$ cat src/rtl/pc_seq_pkg.sv
// Shared definitions for the PC fetch sequencer: datapath width,
// instruction size, FSM state encoding and an alignment helper.
package pc_seq_pkg;

   localparam int unsigned XLEN = 32;
   localparam logic [XLEN-1:0] INSTR_BYTES = 32'd4;

   typedef enum logic [1:0] {
      ST_IDLE  = 2'd0,
      ST_REQ   = 2'd1,
      ST_ISSUE = 2'd2,
      ST_TRAP  = 2'd3
   } state_t;

   // True when an address is not on a 4-byte instruction boundary.
   function automatic logic misaligned(input logic [XLEN-1:0] addr);
      return addr[1:0] != 2'b00;
   endfunction

endpackage

$ cat src/rtl/pc_next_adder.sv
// Combinational next-PC generator: sequential step of one instruction or a
// taken-branch byte offset. The sum wraps modulo 2^32 by construction.
module pc_next_adder
   import pc_seq_pkg::*;
(
   input  logic [XLEN-1:0] pc,
   input  logic            branch_taken,
   input  logic [XLEN-1:0] branch_offset,
   output logic [XLEN-1:0] next_pc
);

   // Select the increment and add; carry out is intentionally dropped.
   always_comb begin
      next_pc = pc + (branch_taken ? branch_offset : INSTR_BYTES);
   end

endmodule

$ cat src/rtl/pc_fetch_sequencer.sv
// PC fetch sequencer: requests one instruction word at the current PC,
// holds it for a downstream handshake, then advances the PC (sequential or
// branch) and counts the retired instruction.
// Optional feature: define PC_TRAP_EN to trap on a misaligned next-PC
// (pc takes the bad target, trap latches high, FSM parks in ST_TRAP until
// reset). Without it, trap is tied low and ST_TRAP is never entered.
module pc_fetch_sequencer
   import pc_seq_pkg::*;
#(
   parameter logic [XLEN-1:0] RESET_PC = 32'h0000_0000
) (
   input  logic            clock,
   input  logic            Reset,
   input  logic            start,
   input  logic            halt,
   output logic            imem_req,
   output logic [XLEN-1:0] imem_addr,
   input  logic            imem_ack,
   input  logic [XLEN-1:0] imem_rdata,
   output logic            instr_valid,
   output logic [XLEN-1:0] instr,
   input  logic            instr_ready,
   input  logic            branch_taken,
   input  logic [XLEN-1:0] branch_offset,
   output logic [XLEN-1:0] pc,
   output logic [XLEN-1:0] instret,
   output logic            trap
);

   state_t          state_reg;
   state_t          state_next;
   logic [XLEN-1:0] pc_reg;
   logic [XLEN-1:0] instr_reg;
   logic [XLEN-1:0] instret_reg;
   logic [XLEN-1:0] next_pc;
   logic            handshake;
   logic            load_instr;
   logic            trap_hit;

   pc_next_adder u_next (
      .pc            (pc_reg),
      .branch_taken  (branch_taken),
      .branch_offset (branch_offset),
      .next_pc       (next_pc)
   );

`ifdef PC_TRAP_EN
   assign trap_hit = misaligned(next_pc);
`else
   assign trap_hit = 1'b0;
`endif

   // State register; reset abandons any transaction in flight.
   always_ff @(posedge clock or negedge Reset) begin
      if (!Reset) begin
         state_reg <= ST_IDLE;
      end else begin
         state_reg <= state_next;
      end
   end

   // Next-state and handshake decode; request and valid come straight from
   // the state, so they are mutually exclusive and drop at once on reset.
   always_comb begin
      state_next  = state_reg;
      imem_req    = 1'b0;
      instr_valid = 1'b0;
      handshake   = 1'b0;
      load_instr  = 1'b0;
      case (state_reg)
         ST_IDLE: begin
            if (start) begin
               state_next = ST_REQ;
            end
         end
         ST_REQ: begin
            imem_req = 1'b1;
            if (imem_ack) begin
               load_instr = 1'b1;
               state_next = ST_ISSUE;
            end
         end
         ST_ISSUE: begin
            instr_valid = 1'b1;
            if (instr_ready) begin
               handshake = 1'b1;
               if (trap_hit) begin
                  state_next = ST_TRAP;
               end else if (halt) begin
                  state_next = ST_IDLE;
               end else begin
                  state_next = ST_REQ;
               end
            end
         end
         ST_TRAP: begin
            state_next = ST_TRAP;
         end
         default: begin
            state_next = ST_IDLE;
         end
      endcase
   end

   // Datapath: capture fetched word on ack, advance PC and retire count on
   // the downstream handshake only.
   always_ff @(posedge clock or negedge Reset) begin
      if (!Reset) begin
         pc_reg      <= RESET_PC;
         instr_reg   <= '0;
         instret_reg <= '0;
      end else begin
         if (load_instr) begin
            instr_reg <= imem_rdata;
         end
         if (handshake) begin
            pc_reg      <= next_pc;
            instret_reg <= instret_reg + 32'd1;
         end
      end
   end

`ifdef PC_TRAP_EN
   logic trap_reg;

   // Sticky trap flag, cleared only by reset.
   always_ff @(posedge clock or negedge Reset) begin
      if (!Reset) begin
         trap_reg <= 1'b0;
      end else if (handshake && trap_hit) begin
         trap_reg <= 1'b1;
      end
   end

   assign trap = trap_reg;
`else
   assign trap = 1'b0;
`endif

   assign imem_addr = pc_reg;
   assign pc        = pc_reg;
   assign instr     = instr_reg;
   assign instret   = instret_reg;

endmodule

$ cat config.mk
export PLATFORM = sky130hd
export DESIGN_NAME = pc_fetch_sequencer
export DESIGN_NICKNAME = d
export VERILOG_FILES = /design/src/rtl/pc_seq_pkg.sv /design/src/rtl/pc_next_adder.sv /design/src/rtl/pc_fetch_sequencer.sv
export SDC_FILE = /design/constraint.sdc
export NUM_CORES = 1
export LEC_CHECK = 0
export ABC_AREA = 0
export BUFFER_PORTS_ARGS = -buffer_cell sky130_fd_sc_hd__clkbuf_2
export CAP_MARGIN = 20
export CORE_UTILIZATION = 47
export CTS_CLUSTER_DIAMETER = 30
export DETAILED_ROUTE_END_ITERATION = 6
export GPL_TIMING_DRIVEN = 0
export PLACE_DENSITY = 0.78
export SLEW_MARGIN = 20
export SYNTH_ARGS = -nofsm -noshare
export SYNTH_HDL_FRONTEND = slang
export SYNTH_HIERARCHICAL = 1
export SYNTH_SLANG_ARGS = --single-unit
$ cat constraint.sdc
create_clock -name clock -period 2.3 [get_ports clock]
set_input_delay 0.46 -clock clock [delete_from_list [all_inputs] [get_ports clock]]
set_output_delay 0.46 -clock clock [all_outputs]
set_load 0.02 [all_outputs]
### Yosys cells after proc, flatten, opt, wreduce, memory -nomap -nowiden

Index checks and enable logic that the tools add are counted.

* add/sub/neg operators: 2
* multipliers: 0
* divide/modulo/power cells: 0
* magnitude comparators: 0
* equality and inequality tests: 6
* shifts and indexed selects: 0
* multiplexer cells: 12
* bitwise logic cells: 0
* reductions and logical operators: 2

Operators with widths (number)
* adder 32 x 1 -> 32 bit, second input constant: 1
* adder 32 bit: 1
* 2-to-1 mux 32 bit: 1
* case mux 2 bit (4 select lines): 1
* 2-to-1 mux 1 bit: 7
* 2-to-1 mux 2 bit: 3
* inequality test 2 bit, second input constant: 3
* == test 2 bit, second input constant: 2
* AND reduction 3 bit: 1
* == test 2 x 1 -> 1 bit, second input constant: 1
* logical NOT 2 bit: 1

* register bits after elaboration: 98
* bits in latches: 0
* bits in writable memories: 0
* bits in read-only memories: 0
* input port bits: 71
* output and inout port bits: 131
* word-level logic and storage cells: 26
* memories kept: 0

### Depth between registers and ports, before layout

* depth after elaboration: 3
* gate-level depth with buffers: 13
* depth with buffers taken out: 12

### Cells and area by module

The synthesis kept the hierarchy.

By module, submodules not included
* pc_fetch_sequencer: times used 1, cells an instance 382, area each 4265.3 um^2, sequential area each 2452.4 um^2
* pc_next_adder: times used 1, cells an instance 278, area each 1958.1 um^2, sequential area each 0.0 um^2

### Least setup slack after synthesis

Ideal clock, no wire load.

* path kind: input port to flip-flop
* from: in branch_taken
* to: reg pc_reg[30], in the netlist imem_addr[30]
* setup time: 0.117 ns
* data arrival time: 2.676 ns
* required time: 2.183 ns
* setup slack: -0.493 ns
* stages on the path: 13
* path buffers: 1
* cells stage by stage: clkbuf_1 -> and2_1 -> ha_1 -> fa_1 -> a21o_1 -> a221oi_2 -> o21a_1 -> o21ai_1 -> a31oi_1 -> o21ai_1 -> xor2_1 -> nand2_1 -> nand2_1

* word-level cells in the longest chain between the ends: 2

RTL lines
* from (decl): RTL line pc_fetch_sequencer.sv:23 `input logic branch_taken,`
* 2-to-1 mux 32 bit: RTL line pc_next_adder.sv:14 `next_pc = pc + (branch_taken ? branch_offset : INSTR_BYTES);`
* adder 32 bit: RTL line pc_next_adder.sv:14
* via next_pc[30]: RTL line pc_fetch_sequencer.sv:35 `logic [XLEN-1:0] next_pc;`
* to (signal assigned): RTL line pc_fetch_sequencer.sv:117 `pc_reg <= next_pc;`
* to (decl): RTL line pc_fetch_sequencer.sv:32 `logic [XLEN-1:0] pc_reg;`

The timed path passes the listed nets, and every way through them passes these cells.
A chain may end at the register's enable or synchronous reset.

### Final worst setup path

* from: in branch_taken
* to: reg pc_reg[28], in the netlist imem_addr[28]

The elaborated chain is that of the path after synthesis.

==> impl_results.md <==
* Outcome: finished, violations left
* Failing checks: setup timing
* Leak at 4.43 nW
* Psw at 4.49 mW
* Fin nets at 1008
* Synthesized area per cell at 9.43 µm²
* Combinational power share at 56.7%
* Post-synth ARST share at 100%
* Clk root buf: clkbuf_16
* Syn Std Cell Area at 0.00622 mm²
* Fillers at 945
* Clock buffer count from CTS at 9
* Worst-skew pair later-pin latency at 0.35 ns
* Sw Share at 44.0%
* 1st-iter DRT viols at 343
* Yosys warns at 6
* Commonest non-fill, non-tap cell in the layout: clkbuf_2
* Crit path required time at 2.59 ns
* Reg power frac at 28.0%
* Power per cell area at 1180 mW/mm²
* Least-Margin Pin Slew at 0.516 ns
* Clock Skew at 0.00635 ns
* Final instance area at 0.00867 mm²
* Syn Inst Count at 660
* Relative slew slack at 65.6%
* Initial Util at 48.7%
* Register bit total from synthesis at 98
* Cell variety after synth at 64
* Clock transition at the registers of the reported paths at 0.07 ns
* Worst hold path type: in -> async
* Layout area overhead at 39.2%
* Num ports at 202
* Die area at 0.0137 mm²
* Final period utilization at 115%
* Placed instance area at 0.00766 mm²
* Routed Antenna Nets at 0
* Placed cells at 1033
* Detailed Route WL at 16.6 mm
* Synth top area share at 39.4%
* Reg2reg path depth at 12
* Core Region at 0.0128 mm²
* Register area share after synthesis at 39.4%
* Most frequent cells in the layout: clkbuf_2, nand2_1, dfrtp_1
* Port bufs at 200
* Clk buf depth at 2
* Setup Viol. Count Final at 19
* Internal at 5.71 mW
* H-tree levels at 3
* Startpoint types: input pin
* Final hold violation count at 0
* Crit path time final at 2.64 ns
* Die span in y at 117 µm
* Crit path kind: in -> reg
* CP Capture Type: flop
* Max cap viols at 0
* Hold_buf cts at 0
* Fin. max-slew vios at 0
* Post-synth net total at 765
* Die width at 117 µm
* Leading area contributor after synthesis: dfrtp_1
* Unrepaired setup endpoints after global routing: true
* FMAX at 378 MHz
* TritonRoute pass-1 iters at 4
* Clock net sink count at 98
* Gr ovfl total at 0
* Clock share of power at 15.3%
* Post-DP HPWL at 11.7 mm
* Wire length per cell at 15.4 µm
* Top post-synthesis cells by area: dfrtp_1, nand2_1, ha_1
* Initial antenna violation count at 0
* EDFF count, synth at 0
* Crit Path Max Fanout at 6
* Hold_ws at 0.0329 ns
* Final WS setup at -0.343 ns
* Via/cell ratio at 5.26
* Routability cong. at 0.882
* Global-route wire length before repair at 24.3 mm
* Post-route insts no fill at 1080
* Largest net degree at the start of global routing at 54
* Most used DFF post-synth: dfrtp_1
* Peak VDD IR at 0.638 mV
* Place WS at -0.967 ns
* GRT Overall Usage at 23.1%
* N_diodes at 0
* Setup TNS at -3.55 ns
* Layout cells sized above 1 at 46.3%
* Number of global-route vias before repair at 5004
* DRC Markers at 0
* Row count at 41
* CP arrival at 2.94 ns
* DR vias at 5684
* CTS tree: done
## synthesized netlist by cell type (all sizes together) (5+ instances only)
library cell	n
inv	10
a21oi	34
nor2	18
and2	32
nand3	21
dfrtp	98
nand4	14
mux2	32
and3	8
ha	33
a21o	15
nand2	133
xor2	23
o21ai	22
clkbuf	8
xnor2	38
nor4	10
buf	50
and4	8
o21bai	5
## critical path, cell delays in order
cell       delay (ns)
clkbuf_16        0.13
clkbuf_16        0.16
and2_4           0.16
ha_4             0.15
fa_2             0.33
a21o_1           0.22
a221oi_4         0.31
buf_6            0.17
a221oi_4         0.07
nand2_2          0.14
a21oi_4          0.09
a311oi_2         0.26
xnor2_1          0.14
nand2_1          0.06
nand2_1          0.07
## power groups by stage
stage | combinational [mW] | clock (mW) | sequential [mW]
finish | 5.78 | 1.56 | 2.86
detailed placement | 5.04 | 0 | 2.88
floorplan | 2.97 | 0 | 3.48
CTS | 5.29 | 1.60 | 2.86
global placement | 4.98 | 0 | 2.84
global route | 6.27 | 1.66 | 2.97
## final timing paths
check,startpoint,endpoint,slack (ns)
worst max-delay path,branch_taken,imem_addr[28]$_DFFE_PN0P_,-0.34
worst min-delay path,Reset,instret[31]$_DFFE_PN0P_,0.03
worst max register to register,imem_addr[0]$_DFFE_PN0P_,imem_addr[28]$_DFFE_PN0P_,-0.28
worst min register to register,instret[31]$_DFFE_PN0P_,instret[31]$_DFFE_PN0P_,0.48
max in group asynchronous,Reset,imem_addr[27]$_DFFE_PN0P_,1.66
min in group clock,imem_rdata[22],instr[22]$_DFFE_PN0P_,0.34
## stage by stage
stage / total power [mW] / util (%)
5_1_grt: 10.9 / 67.8
6_report: 10.2 / 67.8
3_5_place_dp: 7.92 / 60.0
4_1_cts: 9.75 / 64.6
3_3_place_gp: 7.82 / 59.7
2_1_floorplan: 6.44 / -
## routing by layer
metal  global-route usage (%)  part of all wire (%)
met1                     29.0                    42
met2                     39.8                    49
met3                     4.02                   6.2
met4                     8.78                   2.7
met5                        0                     0
## kinds of logic (layout without fill, tap and decap cells)
| kind of cell | after synthesis | after routing | synth area share, % |
|---|---|---|---|
| AO/OA/AOI/OAI | 104 | 104 | 10.8 |
| XOR/XNOR | 61 | 61 | 8.58 |
| adder cells (fa/ha/maj) | 34 | 34 | 6.96 |
| buffers and inverters | 68 | 316 | 6.88 |
| flip-flops | 98 | 98 | 39.4 |
| multiplexers | 33 | 33 | 5.95 |
| other | 1 | 1 | 0.0603 |
| AND/OR/NAND/NOR | 261 | 261 | 21.3 |
## final cells by class
| class | count | area [µm²] | share of cell area (%) |
|---|---|---|---|
| buffer | 58 | 430 | 4.97 |
| tap | 172 | 215 | 2.48 |
| multi-input combinational | 494 | 3890 | 44.9 |
| clock inverter | 6 | 73.8 | 0.852 |
| inverter | 10 | 37.5 | 0.433 |
| sequential | 98 | 2450 | 28.3 |
| clock buffer | 10 | 229 | 2.64 |
| timing repair buffer | 232 | 1330 | 15.4 |
## timing repair
action                     in CTS  in global routing
pin swaps                      29                 32
setup endpoints to repair      21                 24
hold endpoints to repair        0                  0
resized for setup              35                 62
setup buffers                  13                 19
(Power assumes the default switching activity.)
